--- config.mk ---
export PLATFORM = sky130hd
export DESIGN_NAME = tmds_gen
export DESIGN_NICKNAME = d
export VERILOG_FILES = /design/src/rtl/tmds_gen.sv
export SDC_FILE = /design/constraint.sdc
export NUM_CORES = 1
export LEC_CHECK = 0
export ABC_AREA = 0
export CORE_ASPECT_RATIO = 0.6
export CORE_UTILIZATION = 48
export CTS_CLUSTER_SIZE = 30
export DETAILED_ROUTE_END_ITERATION = 7
export PLACE_DENSITY = 0.69
export RECOVER_POWER = 100
export SYNTH_ARGS = -nofsm -noshare
export SYNTH_HDL_FRONTEND = slang
export SYNTH_SLANG_ARGS = --single-unit
--- constraint.sdc ---
create_clock -name i_clk -period 3.5 [get_ports i_clk]
set_input_delay 0.7 -clock i_clk [delete_from_list [all_inputs] [get_ports i_clk]]
set_output_delay 0.7 -clock i_clk [all_outputs]
set_load 0.01 [all_outputs]
--- src/rtl/tmds_gen.sv ---
// TMDS 8b/10b encoder for one DVI/HDMI colour channel: transition minimisation,
// running-disparity balancing and control tokens. Define TMDS_GEN_PIPELINE_EN for a 2-cycle variant.
module tmds_gen (
    input  logic       i_clk,
    input  logic       i_rst,
    input  logic [7:0] i_data,
    input  logic [1:0] i_control_data,
    input  logic       i_blanking,
    output logic [9:0] o_encoded
);

    // Stage 1: transition-minimised word q_m and its ones count
    logic [3:0] n1d;
    logic       xnor_mode;
    logic [8:0] qm_s1;
    logic [3:0] n1q_s1;

    always_comb begin
        n1d = '0;
        for (int i = 0; i < 8; i++) n1d = n1d + {3'b000, i_data[i]};
        xnor_mode = (n1d > 4'd4) || ((n1d == 4'd4) && !i_data[0]);
        qm_s1     = '0;
        qm_s1[0]  = i_data[0];
        for (int i = 1; i < 8; i++)
            qm_s1[i] = xnor_mode ? ~(qm_s1[i-1] ^ i_data[i]) : (qm_s1[i-1] ^ i_data[i]);
        qm_s1[8] = ~xnor_mode;
        n1q_s1   = '0;
        for (int i = 0; i < 8; i++) n1q_s1 = n1q_s1 + {3'b000, qm_s1[i]};
    end

    logic [8:0] qm;
    logic [3:0] n1q;
    logic       blank;
    logic [1:0] ctrl;
    logic       s2_vld;

`ifdef TMDS_GEN_PIPELINE_EN
    logic [8:0] qm_q;
    logic [3:0] n1q_q;
    logic       blank_q;
    logic [1:0] ctrl_q;
    logic       vld_q;

    // vld_q keeps stage 2 idle on the first edge after reset so the
    // all-zero pipeline contents never disturb the disparity counter.
    always_ff @(posedge i_clk or negedge i_rst) begin
        if (!i_rst) begin
            qm_q    <= '0;
            n1q_q   <= '0;
            blank_q <= 1'b0;
            ctrl_q  <= '0;
            vld_q   <= 1'b0;
        end else begin
            qm_q    <= qm_s1;
            n1q_q   <= n1q_s1;
            blank_q <= i_blanking;
            ctrl_q  <= i_control_data;
            vld_q   <= 1'b1;
        end
    end

    assign qm     = qm_q;
    assign n1q    = n1q_q;
    assign blank  = blank_q;
    assign ctrl   = ctrl_q;
    assign s2_vld = vld_q;
`else
    assign qm     = qm_s1;
    assign n1q    = n1q_s1;
    assign blank  = i_blanking;
    assign ctrl   = i_control_data;
    assign s2_vld = 1'b1;
`endif

    // Stage 2: DC balancing against the running disparity
    logic signed [5:0] cnt_q, cnt_d, diff;
    logic        [9:0] enc_q, enc_d;

    assign diff = $signed({1'b0, n1q, 1'b0}) - 6'sd8;  // n1q - n0q

    always_comb begin
        enc_d = '0;
        cnt_d = cnt_q;
        if (!s2_vld) begin
            cnt_d = '0;
        end else if (blank) begin
            cnt_d = '0;
            case (ctrl)
                2'b00:   enc_d = 10'b1101010100;
                2'b01:   enc_d = 10'b0010101011;
                2'b10:   enc_d = 10'b0101010100;
                default: enc_d = 10'b1010101011;
            endcase
        end else if ((cnt_q == 6'sd0) || (diff == 6'sd0)) begin
            enc_d = {~qm[8], qm[8], qm[8] ? qm[7:0] : ~qm[7:0]};
            cnt_d = qm[8] ? (cnt_q + diff) : (cnt_q - diff);
        end else if (cnt_q[5] == diff[5]) begin
            // both non-zero here, so equal signs means the word would
            // push disparity further the same way: invert it
            enc_d = {1'b1, qm[8], ~qm[7:0]};
            cnt_d = cnt_q + (qm[8] ? 6'sd2 : 6'sd0) - diff;
        end else begin
            enc_d = {1'b0, qm[8], qm[7:0]};
            cnt_d = cnt_q - (qm[8] ? 6'sd0 : 6'sd2) + diff;
        end
    end

    always_ff @(posedge i_clk or negedge i_rst) begin
        if (!i_rst) begin
            enc_q <= '0;
            cnt_q <= '0;
        end else begin
            enc_q <= enc_d;
            cnt_q <= cnt_d;
        end
    end

    assign o_encoded = enc_q;

endmodule

==> flow_metrics.tcl <==
set metrics [dict create \
    yosys.area.top_type_share_pct 19.3 \
    drc 2 \
    synth_top_flop_cell "dfrtp_1" \
    grt_pass1_vias 1802 \
    cts-htree-levels 1 \
    clk_latency_ps 250 \
    r2r_slack_ps 890 \
    area_delta_synth_final_pct 61.1 \
    fin_crit_sh_pct 209 \
    fin_crit_ps 7320 \
    fp.coreArea_um2 3760 \
    dr.first_iter.drc_count 97 \
    status "complete, but fails checks" \
    timing.rr.start "cnt_q[1]$_DFF_PN0_" \
    violations "DRC, setup timing" \
    post-synth-top-area-cell "dfrtp_1" \
    rsz0062_at_grt "yes" \
    rows 17 \
    routedWlPerCell_um 16.6 \
    cts_buffers 3 \
    die_area_um2 4310 \
    setup_ws_ps -3820 \
    hpwlAfterDp_um 4080 \
    ys_ff_latch 15 \
    grt_first_pass_wirelength_um 9000 \
    crit_type "input pin to flip-flop" \
    start_util_pct 51.6 \
    fp.dieW_um 84.1 \
    ys_warn_count 0 \
    antenna_found_initial 0 \
    drtAntennaViolNets 0 \
    insertedDiodeCount 0 \
    routed_wl_um 5340 \
    cp_max_fo 4 \
    hold_class "input pin to async pin" \
    grt_start_max_net_pins 16 \
    fin_nets 331 \
    hold_buffers 0 \
    synth_edf_count 0 \
    die_y_um 51.3 \
    cp_data_arrival_time_ps 7470 \
    fin_tns_setup_ps -49220 \
    timing.rr.end "cnt_q[5]$_DFF_PN0_" \
    drv_slew 0 \
    synthesis.instances 202 \
    overflow 0 \
    cts_root_buf "clkbuf_8" \
    fmax_ghz 0.137 \
    async_reset_ff_share_pct 100 \
    syn_area_per_cell_um2 9.61 \
    cts_buffer_depth 2 \
    cts_sinks 15 \
    ys_seq_area_share_pct 19.3 \
    netlist_top_cells_count "inv_1, ha_1, xnor2_1" \
    io_pins 23 \
    fill_cells 184 \
    dr.pass1.iters 6 \
    finalNonFillerCells 322 \
    endpoint_kind "flip-flop" \
    yosysUniqueCellTypes 39 \
    grt_util_all_layers_pct 27.6 \
    slew_headroom_pct 52.4 \
    syn_area_um2 1940 \
    setup_viol 15 \
    clk_pin_slew_ps 60 \
    r2r_cells 8 \
    hold_viol 0 \
    viasPerCell 5.27 \
    synth_fp_nets 257 \
    placedCellCount 313 \
    maxCapViolCount 0 \
    vias 1697 \
    place.gp.congestion 0.902 \
    cp.required_ps 3660 \
    netlist_top_cells_area "dfrtp_1, ha_1, fa_1, xnor2_1, inv_1" \
    start_kind "input pin" \
    synth_most_common_cell "inv_1" \
    portBuffers 22 \
    fin_worst_skew_ps 2.03 \
    cts_tree "yes" \
    worst_pin_slew_ps 712 \
    drive_gt1_share_pct 47.3 \
]
## logic make-up (layout without fill, tap and decap cells)
kind of cell,after synthesis,after routing,share of synthesized area [%]
buffers and inverters,42,115,8.76
adder cells (fa/ha/maj),42,42,32.1
AND/OR/NAND/NOR,25,25,6.25
AO/OA/AOI/OAI,40,40,13.9
flip-flops,15,15,19.3
multiplexers,3,3,1.74
XOR/XNOR,35,35,17.9
## through the flow
stage	setup WS, ps	util [%]	cell area [µm²]	hold slack (ps)
6_report	-3820	83.1	3130	945
5_1_grt	-4090	83.1	3130	916
2_1_floorplan	-3910	-	2140	404
3_5_place_dp	-4860	72.1	2710	879
3_3_place_gp	-4670	72.1	2710	846
4_1_cts	-3950	80.3	3020	887
## cells in the final DEF, fill, tap and decap left out, drive strengths merged, types with 3 or more instances in the layout
cell            n
clkdlybuf4s50   8
xnor2          27
nand2           6
a211oi          3
a21oi          14
a21o            5
inv            38
fa             13
nor2            8
ha             29
dfrtp          15
a21boi          5
mux2i           3
dlygate4sd3    11
buf            54
clkbuf          3
xor2            7
## what timing repair did
action | CTS | global route
gates cloned | 1 | 0
pin swaps | 45 | 24
resized for setup | 67 | 19
buffers inserted | 6 | 2
endpoints found under the setup margin | 15 | 15
## layer usage
layer	wire [µm]	up-vias	GRT usage [%]
li1	-	809	-
met1	2560	829	37.4
met2	2410	51	46.6
met3	329	8	6.30
met4	44	0	4.31
met5	0	-	0
## critical path, stage by stage
cell      delay [ps]
buf_8             90
inv_8             30
fa_1             550
fa_1             430
fa_1             500
inv_1             40
ha_2             170
fa_1             450
nor3b_2          180
o22a_2           260
inv_8             50
xnor2_4          120
fa_1             510
fa_1             440
fa_1             530
inv_2             50
ha_4             160
fa_2             550
inv_4             50
ha_4             280
inv_6             50
ha_4             220
nor2b_1          120
o21a_1           180
o21ai_1          130
or3b_4           390
a311oi_2         240
## state kept, by name, indices dropped and copies added (netlist names)
register	flops
cnt_q	5
o_encoded	10
## how the worst max path moves through the flow
stage | startpoint | end | slack, ps
after CTS | i_data[3] | cnt_q[5]$_DFF_PN0_ | -3950
after global routing | i_data[3] | cnt_q[4]$_DFF_PN0_ | -4090
after floorplan | i_data[3] | cnt_q[5]$_DFF_PN0_ | -3910
final | i_data[3] | cnt_q[4]$_DFF_PN0_ | -3820
after detailed placement | i_data[3] | cnt_q[4]$_DFF_PN0_ | -4860
after global placement | i_data[3] | cnt_q[5]$_DFF_PN0_ | -4670
## final cells by class
cell class / instances / area [µm²] / area share [%]
Clock buffer: 3 / 41.3 / 1.32
Tap cell: 47 / 58.8 / 1.88
Clock inverter: 1 / 5.00 / 0.160
Inverter: 38 / 168 / 5.36
Multi-Input combinational cell: 145 / 1850 / 59.0
Sequential cell: 15 / 375 / 12.0
Timing Repair Buffer: 73 / 634 / 20.3
Power is not shown: default switching activity piles up to over one toggle a cycle in this logic, so the estimate is an artifact.
